==> config.mk <==
export PLATFORM = sky130hd
export DESIGN_NAME = main_decoder
export DESIGN_NICKNAME = d
export VERILOG_FILES = /design/src/rtl/main_decoder.sv
export SDC_FILE = /design/constraint.sdc
export NUM_CORES = 1
export LEC_CHECK = 0
export CAP_MARGIN = 5
export CORE_MARGIN = 2
export CORE_UTILIZATION = 25
export CTS_BUF_LIST = sky130_fd_sc_hd__clkbuf_4
export CTS_CLUSTER_DIAMETER = 200
export DETAILED_ROUTE_END_ITERATION = 8
export PLACE_DENSITY = 0.55
export SETUP_SLACK_MARGIN = 0.2
export SYNTH_ARGS = -nofsm -noshare
export SYNTH_HDL_FRONTEND = slang
export SYNTH_SLANG_ARGS = --single-unit
==> constraint.sdc <==
create_clock -name clk -period 0.9 [get_ports clk]
set_input_delay 0.18 -clock clk [delete_from_list [all_inputs] [get_ports clk]]
set_output_delay 0.18 -clock clk [all_outputs]
set_load 0.02 [all_outputs]
==> src/rtl/main_decoder.sv <==
// Registered main control decoder for the RV32I decode stage.
// Define MAINDEC_EXT_OPS_EN to also decode lui and jalr as legal opcodes.
module main_decoder (
  input  logic       clk,
  input  logic       reset,
  input  logic       en,
  input  logic [6:0] op,
  output logic [1:0] ResultSrc,
  output logic       MemWrite,
  output logic       Branch,
  output logic       ALUSrc,
  output logic       RegWrite,
  output logic       Jump,
  output logic [2:0] ImmSrc,
  output logic [1:0] ALUOp,
  output logic       Jalr,
  output logic       IllegalOp
);

  typedef enum logic [6:0] {
    OP_LOAD   = 7'b0000011,
    OP_STORE  = 7'b0100011,
    OP_RTYPE  = 7'b0110011,
    OP_BRANCH = 7'b1100011,
    OP_IALU   = 7'b0010011,
    OP_JAL    = 7'b1101111,
    OP_LUI    = 7'b0110111,
    OP_JALR   = 7'b1100111
  } opcode_e;

  typedef struct packed {
    logic       reg_write;
    logic [2:0] imm_src;
    logic       alu_src;
    logic       mem_write;
    logic [1:0] result_src;
    logic       branch;
    logic [1:0] alu_op;
    logic       jump;
    logic       jalr;
    logic       illegal_op;
  } ctrl_t;

  ctrl_t dec;
  ctrl_t ctrl_d;
  ctrl_t ctrl_q;

  // NOTE: every field gets a default before the case, so no path leaves a
  // signal unassigned and no latch is inferred.
  always_comb begin
    dec = '0;
    case (op)
      OP_LOAD: begin
        dec.reg_write  = 1'b1;
        dec.alu_src    = 1'b1;
        dec.result_src = 2'b01;
      end
      OP_STORE: begin
        dec.imm_src   = 3'b001;
        dec.alu_src   = 1'b1;
        dec.mem_write = 1'b1;
      end
      OP_RTYPE: begin
        dec.reg_write = 1'b1;
        dec.alu_op    = 2'b10;
      end
      OP_BRANCH: begin
        dec.imm_src = 3'b010;
        dec.branch  = 1'b1;
        dec.alu_op  = 2'b01;
      end
      OP_IALU: begin
        dec.reg_write = 1'b1;
        dec.alu_src   = 1'b1;
        dec.alu_op    = 2'b10;
      end
      OP_JAL: begin
        dec.reg_write  = 1'b1;
        dec.imm_src    = 3'b011;
        dec.result_src = 2'b10;
        dec.jump       = 1'b1;
      end
`ifdef MAINDEC_EXT_OPS_EN
      OP_LUI: begin
        dec.reg_write  = 1'b1;
        dec.imm_src    = 3'b100;
        dec.alu_src    = 1'b1;
        dec.result_src = 2'b11;
      end
      OP_JALR: begin
        dec.reg_write  = 1'b1;
        dec.alu_src    = 1'b1;
        dec.result_src = 2'b10;
        dec.jump       = 1'b1;
        dec.jalr       = 1'b1;
      end
`endif
      // Unsupported opcodes carry no side effects: only the flag is raised.
      default: dec.illegal_op = 1'b1;
    endcase
  end

  always_comb begin
    ctrl_d = ctrl_q;
    if (en) ctrl_d = dec;
  end

  // NOTE: sequential state uses non-blocking assignments so every flop
  // samples its pre-edge value regardless of statement order.
  always_ff @(posedge clk or negedge reset) begin
    if (!reset) ctrl_q <= '0;
    else        ctrl_q <= ctrl_d;
  end

  assign RegWrite  = ctrl_q.reg_write;
  assign ImmSrc    = ctrl_q.imm_src;
  assign ALUSrc    = ctrl_q.alu_src;
  assign MemWrite  = ctrl_q.mem_write;
  assign ResultSrc = ctrl_q.result_src;
  assign Branch    = ctrl_q.branch;
  assign ALUOp     = ctrl_q.alu_op;
  assign Jump      = ctrl_q.jump;
  assign Jalr      = ctrl_q.jalr;
  assign IllegalOp = ctrl_q.illegal_op;

endmodule

==> impl_metrics.json <==
{
  "reg2reg_slack_ps": 70,
  "min_path_type": "in2async",
  "fin_area_um2": 971,
  "drive_above_1_share_pct": 65.5,
  "h-tree-depth": 1,
  "synthFlopType": "dfrtp_1",
  "dieArea_um2": 2450,
  "clock-skew-final_ps": 0,
  "final_cell_mix": "buf_6 (24), dfrtp_1 (8), buf_4 (7), inv_1 (5), clkbuf_4 (4)",
  "drt-total-wl_um": 1270,
  "port_buffers": 21,
  "cts_tree": "yes",
  "antenna_found_initial": 0,
  "grt_start_max_net_pins": 11,
  "path_clk_slew_ps": 70,
  "crit_buf_inv": 1,
  "period_needed_ps": 1010,
  "yosysUniqueCellTypes": 23,
  "postRouteAntennaNets": 0,
  "worstPathCellList": "buf_6",
  "r2r-end": "MemWrite",
  "drt_iter0_drc": 3,
  "p_per_area_nw_per_um2": 1030,
  "pre_cts_ws_ps": -493,
  "postSynth.asyncResetShare_pct": 100,
  "critical_path_peak_fanout": 3,
  "outcome": "finished, violations left",
  "wl_per_cell_um": 11.1,
  "io_pins": 24,
  "worst_r2r_path_depth": 4,
  "start_util_pct": 26.4,
  "synthesis.area_um2": 518,
  "synth_cells": 49,
  "synth.yosys.warnings": 0,
  "synth_area_per_cell_um2": 10.6,
  "worstSetupEndpoint": "Jump",
  "end_kind": "primary output",
  "ir_worst_vdd_mv": 0.680,
  "syn_to_final_growth_pct": 87.4,
  "viasPerCell": 4.21,
  "cp_slowest_cell": "dfrtp_2",
  "worstSetupStartpoint": "ResultSrc[1]",
  "die_y_um": 49.5,
  "path_class": "reg2out",
  "clkLatencyLatePin_ps": 270,
  "ys_ff_latch": 10,
  "coreArea_um2": 1960,
  "cts.sinks": 10,
  "vias": 480,
  "path_delay_family": "flip-flops",
  "drv_slew": 0,
  "max-clock-path-buffers": 2,
  "fmax_mhz": 990,
  "drc": 0,
  "violations": "setup timing",
  "grt_pass1_wl_um": 2300,
  "rows": 16,
  "die_x_um": 49.5,
  "r2r_start": "MemWrite",
  "cts_buffers": 3,
  "arrival_ps": 830,
  "first_global_vias": 500,
  "cp.depth": 1,
  "synth_edf_count": 0,
  "cap_violations": 0,
  "setup_viol": 12,
  "gp_congestion": 0.684,
  "startpoint_type": "flop",
  "slowest_delay_ps": 430,
  "power_mw": 1.00,
  "hold_buffers": 0,
  "nets": 98,
  "place_area_um2": 787,
  "overflow": 0,
  "worstPathRequired_ps": 720,
  "gr-usage-all-layers_pct": 13.0,
  "cts-root-buf": "clkbuf_4",
  "dp.final_hpwl_um": 881,
  "finalWorstSetupSlack_ps": -110,
  "dr.pass1.iters": 3,
  "synth.yosys.seq_area_share_pct": 48.3,
  "num_antenna_cells": 0,
  "rsz0062_at_grt": "yes",
  "hold_violations": 0,
  "period_share_pct": 112,
  "p_leak_nw": 0.477,
  "final_common_cell": "buf_6"
}
[layer usage]
| metal | vias to the layer above | share of wire, % | track usage, % | wire (µm) |
|---|---|---|---|---|
| met3 | 4 | 8.7 | 7.27 | 110 |
| met2 | 18 | 51 | 18.7 | 642 |
| li1 | 241 | - | - | - |
| met4 | 0 | 2.0 | 6.94 | 25 |
| met5 | - | 0 | 0 | 0 |
| met1 | 217 | 39 | 15.2 | 493 |
[final cells by class]
type,count,area [µm²]
fillers,210,991
repair buffers,38,372
flip-flops and latches,10,253
multi-input cells,27,253
well taps,27,33.8
clock buffers,4,30.0
inverters,8,30.0
[how the worst min path moves through the flow]
stage / from / to / slack (ps) / cells after the start
final: reset / ImmSrc[0] / 200 / 2
after global routing: reset / RegWrite / 210 / 2
after global placement: reset / RegWrite / 490 / 2
after CTS: reset / ImmSrc[0] / 200 / 2
after detailed placement: reset / ImmSrc[0] / 490 / 2
after floorplan: reset / ALUOp[0] / -120 / 0
[cells by family (layout without fill, tap and decap cells)]
family / after synthesis / in the layout / share of synthesized area (%)
AOI/OAI and AO/OA: 11 / 11 / 15.7
other: 1 / 2 / 0.724
buffers and inverters: 13 / 50 / 13.8
DFF: 10 / 10 / 48.3
and+or+nand+nor: 14 / 14 / 21.5
[state kept, by name, indices dropped and copies added (netlist names)]
| name | flops |
|---|---|
| ALUOp | 2 |
| ImmSrc | 2 |
| ResultSrc | 2 |
| ALUSrc | 1 |
| IllegalOp | 1 |
| MemWrite | 1 |
| RegWrite | 1 |
[report_power, final]
group	internal, mW	total, mW	leakage, nW	switching, mW
logic	0.104	0.189	0.328	0.0849
clock network	0.201	0.354	0.0184	0.153
registers	0.456	0.462	0.131	0.00553
total	0.761	1.00	0.477	0.243
[worst reg2reg max path: stages (launching register included)]
cell and delay (ps):
dfrtp_1 400, buf_6 120, buf_6 100, inv_2 40
o22ai_2 60
[through the flow]
step	hold slack, ps	cells	TNS [ps]	util (%)
6_report	196	114	-1030	49.5
5_1_grt	205	114	-1570	49.5
4_1_cts	195	112	-1160	46.6
3_5_place_dp	490	101	-6670	40.1
3_3_place_gp	490	101	-6430	40.1
2_1_floorplan	-116	50	-5.16	-
[synthesized netlist by cell type, drive strengths merged, types with 2 or more instances]
| cell | count | area, µm² |
|---|---|---|
| o21ai | 3 | 15.0 |
| nand4 | 2 | 12.5 |
| buf | 5 | 41.3 |
| o22ai | 3 | 18.8 |
| inv | 8 | 30.0 |
| dfrtp | 10 | 250 |
| nand2b | 3 | 18.8 |
[what timing repair did]
item,CTS,global route
setup endpoints to repair,22,22
setup buffers,6,2
cloned,1,0
gates resized for setup,105,15
endpoints found under the hold margin,0,0
pin swaps,7,6
(Power assumes the default switching activity.)
